==> src/rtl/l1_trig_encoder.sv <==
// L1 trigger encoder: masks per-beam triggers, coalesces them over a short window into
// timestamped messages, enforces a holdoff, and queues messages in a FWFT FIFO.
module l1_trig_encoder #(
  parameter int NBEAMS     = 48,
  parameter int WINDOW     = 4,
  parameter int HOLDOFF    = 16,
  parameter int FIFO_DEPTH = 4,
  parameter int TS_BITS    = 16
) (
  input  logic               ifclk,
  input  logic               rst_i,
  input  logic [NBEAMS-1:0]  trig_i,
  input  logic [NBEAMS-1:0]  mask_i,
  input  logic               enable_i,
  input  logic               ts_rst_i,
  output logic               trig_valid_o,
  input  logic               trig_ready_i,
  output logic [NBEAMS-1:0]  trig_beams_o,
  output logic [TS_BITS-1:0] trig_time_o,
  output logic [15:0]        dropped_o,
  output logic               busy_o
);

  localparam int PW = $clog2(FIFO_DEPTH);
  localparam int CW = $clog2(WINDOW + HOLDOFF + 2);
  localparam int MW = NBEAMS + TS_BITS;
  localparam logic [CW-1:0] WIN_LAST  = CW'(WINDOW - 1);
  localparam logic [CW-1:0] HOLD_LAST = CW'(HOLDOFF - 1);
  localparam logic [PW:0]   DEPTH     = (PW + 1)'(FIFO_DEPTH);

  typedef enum logic [1:0] {IDLE = 2'd0, ACCUM = 2'd1, HOLD = 2'd2} state_t;
  localparam state_t END_STATE = (HOLDOFF > 0) ? HOLD : IDLE;

  state_t state, state_next;
  logic [CW-1:0] cnt, cnt_next;
  logic [NBEAMS-1:0] q, beams, beams_next, push_beams;
  logic [TS_BITS-1:0] ts, win_time, win_time_next, push_time;
  logic open_win, push;

  logic [MW-1:0] mem [FIFO_DEPTH];
  logic [PW-1:0] rd_ptr, wr_ptr, rd_ptr_next;
  logic [PW:0] count, count_next, after_pop;
  logic [MW-1:0] head_next;
  logic pop, full, wr_en, drop;

  assign q        = trig_i & ~mask_i;
  assign open_win = enable_i & (|q);

  // Free-running timestamp with synchronous clear.
  always_ff @(posedge ifclk) begin
    if (rst_i || ts_rst_i) ts <= '0;
    else ts <= ts + TS_BITS'(1'b1);
  end

  // FSM state register, window/holdoff counter and the message being built.
  always_ff @(posedge ifclk) begin
    if (rst_i) begin
      state    <= IDLE;
      cnt      <= '0;
      beams    <= '0;
      win_time <= '0;
    end else begin
      state    <= state_next;
      cnt      <= cnt_next;
      beams    <= beams_next;
      win_time <= win_time_next;
    end
  end

  // FSM next-state logic.
  always_comb begin
    state_next = state;
    cnt_next   = cnt;
    case (state)
      IDLE: begin
        if (open_win) begin
          if (WINDOW > 1) begin
            state_next = ACCUM;
            cnt_next   = CW'(1'b1);
          end else begin
            state_next = END_STATE;
            cnt_next   = '0;
          end
        end else begin
          state_next = IDLE;
          cnt_next   = '0;
        end
      end
      ACCUM: begin
        if (cnt == WIN_LAST) begin
          state_next = END_STATE;
          cnt_next   = '0;
        end else begin
          cnt_next = cnt + CW'(1'b1);
        end
      end
      HOLD: begin
        if (cnt == HOLD_LAST) begin
          state_next = IDLE;
          cnt_next   = '0;
        end else begin
          cnt_next = cnt + CW'(1'b1);
        end
      end
      default: begin
        state_next = IDLE;
        cnt_next   = '0;
      end
    endcase
  end

  // FSM outputs: beam accumulation and the message push at the last window cycle.
  always_comb begin
    push          = 1'b0;
    push_beams    = beams | q;
    push_time     = win_time;
    beams_next    = beams;
    win_time_next = win_time;
    case (state)
      IDLE: begin
        if (open_win) begin
          beams_next    = q;
          win_time_next = ts;
          if (WINDOW == 1) begin
            push       = 1'b1;
            push_beams = q;
            push_time  = ts;
          end else begin
            push = 1'b0;
          end
        end else begin
          beams_next = beams;
        end
      end
      ACCUM: begin
        beams_next = beams | q;
        if (cnt == WIN_LAST) push = 1'b1;
        else push = 1'b0;
      end
      HOLD:    push = 1'b0;
      default: push = 1'b0;
    endcase
  end

  // A push into a full FIFO still lands if the head leaves in the same cycle.
  assign pop         = trig_valid_o & trig_ready_i;
  assign full        = (count == DEPTH);
  assign wr_en       = push & (~full | pop);
  assign drop        = push & full & ~pop;
  assign after_pop   = count - (PW + 1)'(pop);
  assign count_next  = after_pop + (PW + 1)'(wr_en);
  assign rd_ptr_next = rd_ptr + PW'(pop);

  // Next head: zero when empty, bypass the pushed word when it becomes the head.
  always_comb begin
    head_next = '0;
    if (count_next == '0) head_next = '0;
    else if (after_pop == '0) head_next = {push_beams, push_time};
    else head_next = mem[rd_ptr_next];
  end

  // FIFO storage.
  always_ff @(posedge ifclk) begin
    if (wr_en) mem[wr_ptr] <= {push_beams, push_time};
  end

  // FIFO pointers, registered head/valid, drop counter and busy flag.
  always_ff @(posedge ifclk) begin
    if (rst_i) begin
      rd_ptr       <= '0;
      wr_ptr       <= '0;
      count        <= '0;
      trig_valid_o <= 1'b0;
      trig_beams_o <= '0;
      trig_time_o  <= '0;
      dropped_o    <= 16'd0;
      busy_o       <= 1'b0;
    end else begin
      rd_ptr       <= rd_ptr_next;
      wr_ptr       <= wr_en ? wr_ptr + PW'(1'b1) : wr_ptr;
      count        <= count_next;
      trig_valid_o <= (count_next != '0);
      {trig_beams_o, trig_time_o} <= head_next;
      if (drop && dropped_o != 16'hFFFF) dropped_o <= dropped_o + 16'd1;
      busy_o       <= (state_next != IDLE);
    end
  end

endmodule
==> config.mk <==
export PLATFORM = sky130hd
export DESIGN_NAME = l1_trig_encoder
export DESIGN_NICKNAME = d
export VERILOG_FILES = /design/src/rtl/l1_trig_encoder.sv
export SDC_FILE = /design/constraint.sdc
export NUM_CORES = 1
export LEC_CHECK = 0
export ABC_AREA = 1
export ABC_CLOCK_PERIOD_IN_PS = 4900
export CAP_MARGIN = 20
export CORE_MARGIN = 4
export CORE_UTILIZATION = 30
export DETAILED_ROUTE_END_ITERATION = 10
export GPL_TIMING_DRIVEN = 0
export SLEW_MARGIN = 40
export SYNTH_ARGS = -nofsm -noshare
export SYNTH_HDL_FRONTEND = slang
export SYNTH_SLANG_ARGS = --single-unit
export TNS_END_PERCENT = 1
==> constraint.sdc <==
create_clock -name ifclk -period 4.9 [get_ports ifclk]
set_input_delay 0.98 -clock ifclk [delete_from_list [all_inputs] [get_ports ifclk]]
set_output_delay 0.98 -clock ifclk [all_outputs]
set_load 0.02 [all_outputs]
==> flow_summary.rst <==
.. list-table::
   :header-rows: 1

   * - Metric
     - Value
   * - Async set-reset flop share out of synthesis
     - 0
   * - Hold-critical path depth
     - 2
   * - Initial Utilization
     - 0.305
   * - Per-instance average area after synthesis
     - 9.60 um2
   * - Count of buffers inserted at the top-level ports
     - 182
   * - Number of placed I/O pins
     - 183
   * - Top cells by instance count after synthesis
     - 549 x nand2_1, 256 x edfxtp_1, 210 x nand3_1, 176 x dfxtp_1, 150 x inv_1
   * - Avg WL per Cell
     - 16.2 um
   * - Cell with the largest stage delay on the worst path
     - clkbuf_1
   * - Number of nets still failing antenna checks after routing
     - 0
   * - Sum of overflow across all layers after global routing
     - 0
   * - Final setup violating endpoints
     - 0
   * - Average vias per placed instance
     - 4.56
   * - Number of design rule violations left after detail routing
     - 0
   * - Critical Path Sink Type
     - flip-flop
   * - Critical Path Source
     - trig_ready_i
   * - Critical-path cell list
     - clkdlybuf4s50_1 -> nand2_1 -> inv_1 -> ha_1 -> inv_1 -> clkbuf_1 -> clkbuf_1 -> nand2_1 -> nand3_1 -> nand3_1 -> a21oi_1
   * - Maximum clock path buffer count
     - 3
   * - Data arrival time of the worst path
     - 3840 ps
   * - First drt pass iteration count
     - 5
   * - Number of flops mapped to enable cells by yosys
     - 256
   * - Ys flop type
     - edfxtp_1
   * - Final-report hold violation count
     - 0
   * - Final Cycle Share
     - 0.692
   * - Slack of the worst reg-to-reg path
     - 1850 ps
   * - Diode count
     - 0
   * - Number of global-route vias before repair
     - 12800
   * - Number of clock sinks
     - 432
   * - Seq/Total Area, Yosys
     - 0.649
   * - Fmax
     - 0.295 GHz
   * - Cells resized by post-CTS repair
     - 0
   * - Largest net degree at the start of global routing
     - 17
   * - Post-Synthesis Cells
     - 1800
   * - CTS Hold Bufs
     - 0
   * - Layout cell share with drive strength beyond 1
     - 0.0896
   * - Clk_lat worst skew
     - 580 ps
   * - Die Span Y
     - 248 um
   * - Pwr per Cell Area
     - 482 mW/mm2
   * - Classification of the worst-slack hold path
     - reg -> reg
   * - Capturing point of the worst reg2reg path
     - trig_time_o[4]$_SDFF_PP0_
   * - Setup slack after layout
     - 1510 ps
   * - TritonCTS buffer count
     - 47
   * - Detailed Route Iter0 Violations
     - 894
   * - Placeable core area
     - 0.0567 mm2
   * - Total Wirelength
     - 46100 um
   * - Source of the worst register-to-register timing path
     - cnt[0]$_SDFF_PP0_
   * - Static power due to leakage
     - 0.00855 uW
   * - Clock-pin transition on the worst setup and hold timing paths
     - 60 ps
   * - Delay of the slowest cell on the worst path
     - 580 ps
   * - Max-cap violations
     - 0
   * - Cell with the most instances after synthesis
     - nand2_1
   * - Setup Slack @ Placement
     - 852 ps
   * - Worst min-delay path startpoint
     - beams[17]$_SDFFE_PP0P_
   * - Layout Nets
     - 2163
   * - Number of antenna violations at the first check in global routing
     - 1
   * - Crit Path Max Fanout
     - 10
   * - Maximum ir drop on the vdd rail
     - 0.269 mV
   * - Post-Syn Nets
     - 1915
   * - Post-synthesis cell type with the largest combined area
     - edfxtp_1
   * - Type of the worst setup path
     - in -> reg
   * - Number of vias after detailed routing
     - 13000
   * - Die Width
     - 248 um
   * - HPWL after detailed placement
     - 32200 um
   * - WHS Endpoint
     - beams[17]$_SDFFE_PP0P_
   * - Total design power
     - 10600 uW
   * - RSZ-0062 raised after global routing
     - false
   * - TritonCTS clock tree
     - done
   * - Setup Buffers After CTS
     - 0
   * - Global router's overall resource usage
     - 0.148
   * - H-tree depth
     - 2
   * - Floorplan die area
     - 0.0615 mm2
   * - Top cells by area in the synthesized netlist
     - edfxtp_1 44%, dfxtp_1 20%, nand2_1 12%
   * - Clock tree root driver cell
     - clkbuf_16
   * - Standard-cell row count
     - 87
   * - Relative max-transition margin
     - 0.471
   * - Wire length of the first global-routing pass
     - 70500 um
   * - Slew of the pin with the lowest slew margin
     - 793 ps
   * - Mapped Area
     - 0.0173 mm2
   * - Post-layout min period
     - 3390 ps
   * - Final core occ
     - 0.389
   * - Share of Yosys cell area claimed by the top area cell type
     - 0.445
   * - Number of max-slew violations in the final report
     - 0
   * - Number of register bits inferred by synthesis
     - 432
   * - R2r worst-path depth
     - 13
   * - Worst-case clock skew
     - 21.3 ps
   * - Synth cell types
     - 31
   * - Run status
     - finished, final reports clean
   * - Routability cong.
     - 0.788
   * - Count of warnings emitted by yosys
     - 0
   * - Fill cell instance count of the final layout
     - 5462
   * - Worst path required time
     - 5350 ps
   * - Layout-stage area growth over the synthesis result
     - 27.7%
   * - Critical Path Source Type
     - input pin
==> layout make-up <==
class,instances,area (um2),share of cell area
Timing Repair Buffer,199,2230,0.101
Clock buffer,67,1400,0.0635
Clock inverter,21,174,0.00789
Tap cell,756,946,0.0429
Multi-Input combinational cell,1130,5130,0.233
Buffer,84,392,0.0178
Inverter,154,578,0.0262
Sequential cell,432,11200,0.508
==> sequential cells by signal (all words and copies together) (netlist names) <==
register      cells
trig_time_o      16
push_time        16
wr_ptr            2
ts               16
busy_o            1
beams            48
count             3
dropped_o        16
mem             256
rd_ptr            2
trig_valid_o      1
trig_beams_o     48
cnt               5
state             2
==> metal layers <==
metal	global-route usage	routed length, um	vias to the layer above	part of all wire
met5	0	13	-	0.00028
met4	0.0553	1630	2	0.035
met3	0.0296	2960	96	0.064
met2	0.254	22300	355	0.48
met1	0.184	19200	6085	0.42
li1	-	-	6436	-
==> layout by cell type (no fill, tap or decap), types with 5 or more instances in the layout <==
master / n
or2_2: 49
buf_2: 20
edfxtp_1: 256
clkinv_2: 7
nor2_1: 92
buf_16: 12
inv_1: 150
nor3_1: 13
nand2_1: 549
xor2_1: 8
buf_6: 6
ha_1: 14
clkbuf_1: 54
dfxtp_1: 176
nand3_1: 210
buf_8: 5
clkbuf_16: 52
a21oi_1: 134
clkdlybuf4s50_1: 182
o21ai_0: 33
buf_1: 10
==> through the flow <==
stage	TNS, ps	std cells	hold WS, ps	instance area (um2)
floorplan	0	1800	427	17300
finish	0	2843	458	22100
CTS	0	2843	460	22100
detailed placement	0	2755	450	20500
global placement	-737030	2738	441	20000
global route	0	2843	472	22100
==> worst max-delay path, delay by kind of cell <==
kind / cells / cell delay, ps
compound gates: 1 / 290
simple gates: 4 / 380
fa+ha+maj: 1 / 300
buf+inv: 5 / 1870
==> how the worst max path moves through the flow <==
| stage | cells after the start | slack [ps] | endpoint |
|---|---|---|---|
| 3_3_place_gp | 7 | -3020 | mem[2][56]$_DFFE_PP_ |
| 5_1_grt | 11 | 1270 | trig_time_o[7]$_SDFF_PP0_ |
| 4_1_cts | 11 | 1440 | trig_beams_o[13]$_SDFF_PP0_ |
| 2_1_floorplan | 6 | 250 | mem[0][0]$_DFFE_PP_ |
| 3_5_place_dp | 11 | 850 | trig_beams_o[13]$_SDFF_PP0_ |
| 6_report | 11 | 1510 | trig_time_o[4]$_SDFF_PP0_ |
==> kinds of logic after synthesis <==
family,after synthesis,synth area share
and+or+nand+nor,929,0.228
DFF,432,0.649
AOI/OAI and AO/OA,175,0.0513
buffers and inverters,238,0.0561
adders and majority gates,14,0.0101
xor gates and xnor gates,12,0.00608
==> report_power, final <==
group	switching, uW	total [uW]	leakage, uW	internal [uW]
clock network	1460	3530	0.000769	2070
logic	1990	2920	0.00402	926
registers	91.2	4170	0.00376	4080
total	3550	10600	0.00855	7070
Note: power is estimated with default switching activity, not from simulation.
